[config.mk]
export PLATFORM = sky130hd
export DESIGN_NAME = branch_predict_ctrl
export DESIGN_NICKNAME = d
export VERILOG_FILES = /design/src/rtl/branch_predict_ctrl.sv
export SDC_FILE = /design/constraint.sdc
export NUM_CORES = 1
export LEC_CHECK = 0
export CAP_MARGIN = 10
export CORE_MARGIN = 2
export CORE_UTILIZATION = 45
export DETAILED_ROUTE_END_ITERATION = 7
export GPL_TIMING_DRIVEN = 0
export PLACE_DENSITY = 0.83
export SLEW_MARGIN = 40
export SYNTH_ARGS = -nofsm -noshare
export SYNTH_HDL_FRONTEND = slang
export SYNTH_SLANG_ARGS = --single-unit
[constraint.sdc]
create_clock -name clk -period 4.62 [get_ports clk]
set_input_delay 0.924 -clock clk [delete_from_list [all_inputs] [get_ports clk]]
set_output_delay 0.924 -clock clk [all_outputs]
set_load 0.02 [all_outputs]
[src/rtl/branch_predict_ctrl.sv]
// rtl/branch_predict_ctrl.sv - 2-bit BHT branch predictor with EX redirect/flush; optional perf counters via BP_PERF_CNT_EN
module branch_predict_ctrl #(
    parameter int          XLEN     = 32,
    parameter int          IDX_BITS = 6,
    parameter logic [1:0]  INIT_CTR = 2'b01
) (
    input  logic            clk,
    input  logic            rst_n,
    input  logic            id_valid,
    input  logic            id_is_branch,
    input  logic [XLEN-1:0] id_pc,
    input  logic [XLEN-1:0] id_target,
    output logic            id_pred_taken,
    output logic            id_redirect,
    input  logic            ex_valid,
    input  logic            ex_is_branch,
    input  logic [XLEN-1:0] ex_pc,
    input  logic [XLEN-1:0] ex_target,
    input  logic            ex_taken,
    input  logic            ex_pred_taken,
    output logic            redirect_valid,
    output logic [XLEN-1:0] redirect_pc,
    output logic            flush_if_id,
    output logic            flush_id_ex
`ifdef BP_PERF_CNT_EN
    ,
    output logic [31:0]     perf_br_cnt,
    output logic [31:0]     perf_mis_cnt
`endif
);

    localparam int              DEPTH   = 1 << IDX_BITS;
    localparam logic [XLEN-1:0] PC_STEP = XLEN'(4);

    logic [1:0]          ctr_q [DEPTH];
    logic [1:0]          ctr_d;
    logic [IDX_BITS-1:0] id_idx;
    logic [IDX_BITS-1:0] ex_idx;
    logic                ex_update;
    logic                mispredict;

    assign id_idx     = id_pc[IDX_BITS+1:2];
    assign ex_idx     = ex_pc[IDX_BITS+1:2];
    assign ex_update  = ex_valid & ex_is_branch;
    assign mispredict = ex_update & (ex_taken != ex_pred_taken);

    // Fetch target is muxed outside; only the redirect decision is made here.
    logic unused_inputs;
    assign unused_inputs = ^{id_target, id_pc[1:0], id_pc[XLEN-1:IDX_BITS+2]};

    assign id_pred_taken  = id_valid & id_is_branch & ctr_q[id_idx][1];
    assign id_redirect    = id_pred_taken & ~mispredict;
    assign redirect_valid = mispredict;
    assign redirect_pc    = mispredict ? (ex_taken ? ex_target : ex_pc + PC_STEP) : '0;
    assign flush_if_id    = mispredict;
    assign flush_id_ex    = mispredict;

    always_comb begin
        ctr_d = ctr_q[ex_idx];
        if (ex_taken) begin
            if (ctr_q[ex_idx] != 2'b11) ctr_d = ctr_q[ex_idx] + 2'b01;
        end else begin
            if (ctr_q[ex_idx] != 2'b00) ctr_d = ctr_q[ex_idx] - 2'b01;
        end
    end

    // ID reads the pre-update value on a same-index collision; no bypass.
    always_ff @(posedge clk or negedge rst_n) begin
        if (!rst_n) begin
            for (int i = 0; i < DEPTH; i++) ctr_q[i] <= INIT_CTR;
        end else if (ex_update) begin
            ctr_q[ex_idx] <= ctr_d;
        end
    end

`ifdef BP_PERF_CNT_EN
    logic [31:0] perf_br_cnt_q;
    logic [31:0] perf_mis_cnt_q;

    always_ff @(posedge clk or negedge rst_n) begin
        if (!rst_n) begin
            perf_br_cnt_q  <= '0;
            perf_mis_cnt_q <= '0;
        end else begin
            if (ex_update)  perf_br_cnt_q  <= perf_br_cnt_q + 32'd1;
            if (mispredict) perf_mis_cnt_q <= perf_mis_cnt_q + 32'd1;
        end
    end

    assign perf_br_cnt  = perf_br_cnt_q;
    assign perf_mis_cnt = perf_mis_cnt_q;
`endif

endmodule

==> results of run 1 <==
## final timing paths
path / cells after the start / to / slack (ns) / startpoint
worst max-delay path: 8 / id_redirect / 0.06 / id_pc[3]
worst min-delay path: 1 / ctr_q[91] / 0.45 / rst_n
worst max register to register: 7 / ctr_q[18] / 1.75 / ctr_q[81]
worst min register to register: 2 / ctr_q[118] / 0.47 / ctr_q[118]
max in group asynchronous: 2 / ctr_q[114] / 3.45 / rst_n
min in group clk: 2 / ctr_q[118] / 0.47 / ctr_q[118]
## cell usage after synthesis (9+ instances only)
cell	count
nand2_1	223
o21ai_0	65
dfrtp_1	64
dfstp_2	64
o21ai_2	60
nor2_1	51
mux4_2	30
mux2i_1	28
clkbuf_1	22
a21oi_1	17
xor2_1	16
xnor2_1	13
a22oi_1	11
a22o_1	10
buf_6	10
nand3_1	9
## cell usage in the layout (no fill, tap or decap), types with 9 or more instances in the layout
cell type          n
nand2_1          223
clkdlybuf4s50_1   86
o21ai_0           65
dfstp_2           64
dfrtp_1           64
o21ai_2           60
nor2_1            44
mux4_2            30
mux2i_1           28
buf_4             22
clkbuf_1          21
a21oi_1           17
clkbuf_16         17
xor2_1            16
xnor2_1           13
buf_6             11
a22oi_1           11
clkbuf_2          10
a22o_1            10
nand3_1            9
## worst register-to-register path, stage by stage (launching register included)
cell and delay [ns]:
dfrtp_1 0.40, mux4_2 0.51, a22o_1 0.25, a211oi_1 0.26, nand4_1 0.26, o31ai_4 0.73, buf_6 0.31, o21ai_2 0.09
## metrics by stage
stage | util (%) | total power [uW]
after floorplan | - | 1562
after global placement | 54.05 | 1767
after detailed placement | 54.41 | 1787
after CTS | 58.30 | 3027
after global routing | 58.65 | 3143
final | 58.65 | 3032
## repair_timing
item / CTS / global route
setup buffers: 10 / 6
endpoints found under the setup margin: 27 / 17
resized for setup: 66 / 17
pin swaps: 2 / 3
## kinds of logic after synthesis
kind of cell    synth area share (%)
fa+ha+maj                     0.1579
xor+xnor                       3.205
flops                          41.43
compound gates                 17.51
buf+inv                        4.484
simple gates                   17.92
mux                            15.28
## layer usage
metal	wire, um	part of all wire [%]
met5	0	0
met4	1306	5.2
met3	2780	11
met2	11630	46
met1	9348	37
## power by group
group / internal, uW / switching [uW] / total [uW]
logic: 228 / 295 / 523
registers: 1220 / 37.4 / 1260
clock network: 764 / 484 / 1250
## final cells by class
cell class | count | area [um2] | area share (%)
Multi-Input combinational cell | 629 | 4324 | 42.77
Sequential cell | 128 | 3283 | 32.48
Timing Repair Buffer | 129 | 1244 | 12.30
Clock buffer | 26 | 519.2 | 5.136
Buffer | 53 | 406.6 | 4.022
Tap cell | 225 | 281.5 | 2.785
Clock inverter | 6 | 30.03 | 0.2970
Inverter | 5 | 18.77 | 0.1856
Antenna cell | 1 | 2.502 | 0.02475
==> results.ini, run 1 <==
[critical_path]
crit_arrival_ns = 3.63
crit_fanout = 10
crit_buf_inv = 3
cp.required_ns = 3.70
cpPeakStageDelay_ns = 0.52
criticalPathCategory = in2out
cp_common_cell = mux4_2
crit_slowest_cell = mux4_2
start_kind = primary input
crit_path_end_kind = output pin
worstPathCellList = buf_2 > clkbuf_2 > mux4_2 > mux4_2 > mux4_2 > and3_1 > and2_1 > dlygate4sd2_1
path_delay_family = multiplexers

[placed_design]
pre_cts_ws_ns = -0.9414
gp_congestion = 1.000
postPlaceCellArea_um2 = 9379
portBuffers = 111
dp_hpwl_mm = 18.27
place_inst = 1155

[drt]
wl_per_cell_um = 20.85
drtIter0Drc = 560
ant_nets = 0
post-route-drc-count = 0
num_vias = 7195
drt_pass1_iterations = 7
routed_wl_mm = 25.06
post_drt_via_cell_ratio = 5.986

[timing]
skew_ns = 0.007440
setup_viol = 0
fin_setup_tns_ns = 0
fmax_mhz = 219.4
relSlewSlack_pct = 41.74
worst_pin_slew_ns = 0.8692
hold_viol = 0
worst_slack_ns = 0.06117
holdWs_ns = 0.4531
drv_slew = 0
rsz0062_at_grt = no
post-route-period-util_pct = 98.68
min_period_ns = 4.559

[final_layout]
layout-drive-gt1-share_pct = 27.36
num-fill-cells = 1431
final_cells = 1202
areaGrowthSynthToFinish_pct = 27.59
largest_register_ffs = 128
regMostFlops = ctr_q
final_area_um2 = 10110
finalNetCount = 1100
largestRegisters = ctr_q (128)

[cts]
tritoncts = yes
clk_path_buf_depth = 2
cts-buffers-inserted = 17
clock_latency_ns = 0.43
clkSlewWorstSetupHoldPaths_ns = 0.06
cts_num_sinks = 128
htree_num_levels = 4
root_buffer = clkbuf_16
hold_buffers = 0

[global_routing]
global_route.usage.met2_pct = 44.56
grtUsageMet3_pct = 8.407
grt_pass1_wl_mm = 38.99
top_usage_layer = met2
grt_pass1_vias = 7157
antenna_found_initial = 1
track_usage_pct = 27.96
grt_max_degree = 72
global_route.usage.met1_pct = 33.80
grt-ovfl-total = 0

[yosys]
synth.avg_cell_area_um2 = 9.699
async_flop_share_pct = 100.0
synth-edff-count = 0
yosysSeqAreaShare_pct = 41.43
syn_nets = 954
synthesis.area_um2 = 7924
synth_cells = 817
synth_cell_types = 60
synth_top_area_share_pct = 21.22
yosysWarnings = 0
synthTopCellsByArea = dfstp_2 (21%), dfrtp_1 (20%), nand2_1 (11%)
synth_seq_cells = 128
yosys.area.top_type = dfstp_2
ys.flop_type = dfstp_2

[power_and_ir_drop]
vdd_drop_max_v = 0.0002026
pwr_density_cell_nw_per_um2 = 299.9
leakage_uw = 0.004118

[die]
num_rows = 48
io_pins = 173
coreArea_um2 = 17240
die_x_um = 136.7
start_util_pct = 45.97
die_y_um = 136.7
dieArea_um2 = 18690

[worst_hold_path]
worstHoldPathType = in2async

[outcome]
status = finished, final reports clean

[run]
max_cap_viol_count = 0

Note: power is estimated with default switching activity, not from simulation.
==> inputs of run 2 (changes only) <==
Settings changed: RECOVER_POWER set to 50.
==> run 2 against run 1 <==
Net effect: the flow now finishes with violations (max-capacitance violations, max-slew violations); sequential share of layout area increased by 0.13 points; clock skew grew 0.0010 ns; register-to-register slack worse by 0.36 ns; utilization shrank 0.22 points; die area is the same; clock power hardly changed; global-route usage did not move.
==> results.ini, run 2 (synthesis results as in run 1) <==
[drt]
num_vias = 7259
routed_wl_mm = 25.14
post-route-drc-count = 0
post_drt_via_cell_ratio = 6.039
drtIter0Drc = 732
drt_pass1_iterations = 5
wl_per_cell_um = 20.92
ant_nets = 0

[power_and_ir_drop]
leakage_uw = 0.004113
pwr_density_cell_nw_per_um2 = 300.7
vdd_drop_max_v = 0.0002023

[timing]
min_period_ns = 4.562
worst_pin_slew_ns = 3.345
relSlewSlack_pct = -123.0
fmax_mhz = 219.2
setup_viol = 0
rsz0062_at_grt = no
hold_viol = 0
skew_ns = 0.008463
post-route-period-util_pct = 98.75
drv_slew = 71

[critical_path]
r2r_setup_slack_ns = 1.39
cp.required_ns = 3.70
path_delay_family = multiplexers
crit_slowest_cell = mux4_2
cpPeakStageDelay_ns = 0.52
rr_worst_depth = 8
criticalPathCategory = in2out
crit_arrival_ns = 3.64
cp_common_cell = mux4_2
start_kind = primary input
crit_path_end_kind = output pin
timing.rr.start = ctr_q[80]
crit_fanout = 10
worstPathCellList = buf_2 > clkbuf_2 > mux4_2 > mux4_2 > mux4_2 > and3_1 > and2_1 > dlygate4sd2_1
r2r_end = ctr_q[18]
crit_buf_inv = 3

[die]
die_x_um = 136.7
start_util_pct = 45.97
die_y_um = 136.7
num_rows = 48
coreArea_um2 = 17240
io_pins = 173
dieArea_um2 = 18690

[cts]
cts_num_sinks = 128
tritoncts = yes
cts-buffers-inserted = 17
htree_num_levels = 4
root_buffer = clkbuf_16
clock_latency_ns = 0.43
clk_path_buf_depth = 2
clkSlewWorstSetupHoldPaths_ns = 0.05

[worst_hold_path]
min-delay-start = ctr_q[118]
min_path_cells = 2
hold-path-endpoint = ctr_q[118]
worstHoldPathType = reg2reg

[final_layout]
mostFrequentLayoutCells = nand2_1 (223), clkdlybuf4s50_1 (82), o21ai_0 (69)
finalNetCount = 1100
final_common_cell = nand2_1
areaGrowthSynthToFinish_pct = 27.10
final_cells = 1202
layout-drive-gt1-share_pct = 26.54
regMostFlops = ctr_q
largestRegisters = ctr_q (128)
final_area_um2 = 10070
largest_register_ffs = 128

[run]
max_cap_viol_count = 1

[global_routing]
antenna_found_initial = 1
track_usage_pct = 27.96
grt_max_degree = 72
grt-ovfl-total = 0
grt_pass1_wl_mm = 38.99
grt_pass1_vias = 7157

[outcome]
status = finished, violations left
failed_checks = max-capacitance violations, max-slew violations

[placed_design]
portBuffers = 111
gp_congestion = 1.000
dp_hpwl_mm = 18.27
postPlaceCellArea_um2 = 9379
place_inst = 1155

-- run 2: per-stage QoR --
step	utilization, %	hold WS, ns	total power (uW)	worst slack [ns]	TNS (ns)
after floorplan	-	0.4525	1562	0.4164	0
after global placement	54.05	0.4576	1767	-2.255	-203.46
after detailed placement	54.41	0.4607	1787	-0.9414	-15.84
after CTS	58.30	0.4685	3027	-0.004899	-0.004899
after global routing	58.43	0.4786	3137	0.003724	0
final	58.43	0.4680	3028	0.05782	0
-- run 2: power by group --
group          total (uW)  internal (uW)  switching (uW)  leakage, uW
clock                1250            764             485     0.000280
sequential           1260           1220            37.3      0.00155
combinational         518            226             292      0.00228
total                3030           2210             815      0.00411
-- run 2: worst reg2reg max path, delay by kind of cell (launching register included) --
kind / cells / cell delay [ns]
AO/OA/AOI/OAI: 3 / 1.47
flip-flops: 1 / 0.52
multiplexers: 2 / 0.56
buffers and inverters: 1 / 0.33
AND/OR/NAND/NOR: 2 / 0.27
-- run 2: worst max path at each step --
stage,slack (ns),start,to,cells past startpoint
3_3_place_gp,-2.26,rst_n,ctr_q[123],1
2_1_floorplan,0.42,id_pc[3],id_redirect,7
6_report,0.06,id_pc[3],id_redirect,8
4_1_cts,-0.005,ex_pc[2],redirect_pc[9],10
3_5_place_dp,-0.94,ex_pc[2],redirect_pc[31],12
5_1_grt,0.004,ex_pc[3],redirect_pc[5],11
-- run 2: area by class of cell --
cell class                      count  area (um2)
Antenna cell                        1       2.502
Timing Repair Buffer              129        1239
Inverter                            5       18.77
Fill cell                        1440        7166
Clock buffer                       26       519.2
Clock inverter                      6       30.03
Buffer                             53       405.4
Multi-Input combinational cell    629        4292
Sequential cell                   128        3283
Tap cell                          225       281.5
-- run 2: timing repair --
| item | CTS | global route |
|---|---|---|
| pin swaps | 2 | 3 |
| buffers inserted | 10 | 6 |
| endpoints found under the hold margin | 0 | 0 |
| hold buffers | 0 | 0 |
| setup endpoints to repair | 27 | 17 |
| gates resized for setup | 66 | 17 |
| gates cloned | 0 | 0 |
-- run 2: per-layer routing --
metal,vias up,global-route usage (%),routed length [um]
li1,3212,-,-
met1,3454,33.80,9306
met2,500,44.56,11730
met3,93,8.407,2902
met4,0,15.74,1200
met5,-,0,0
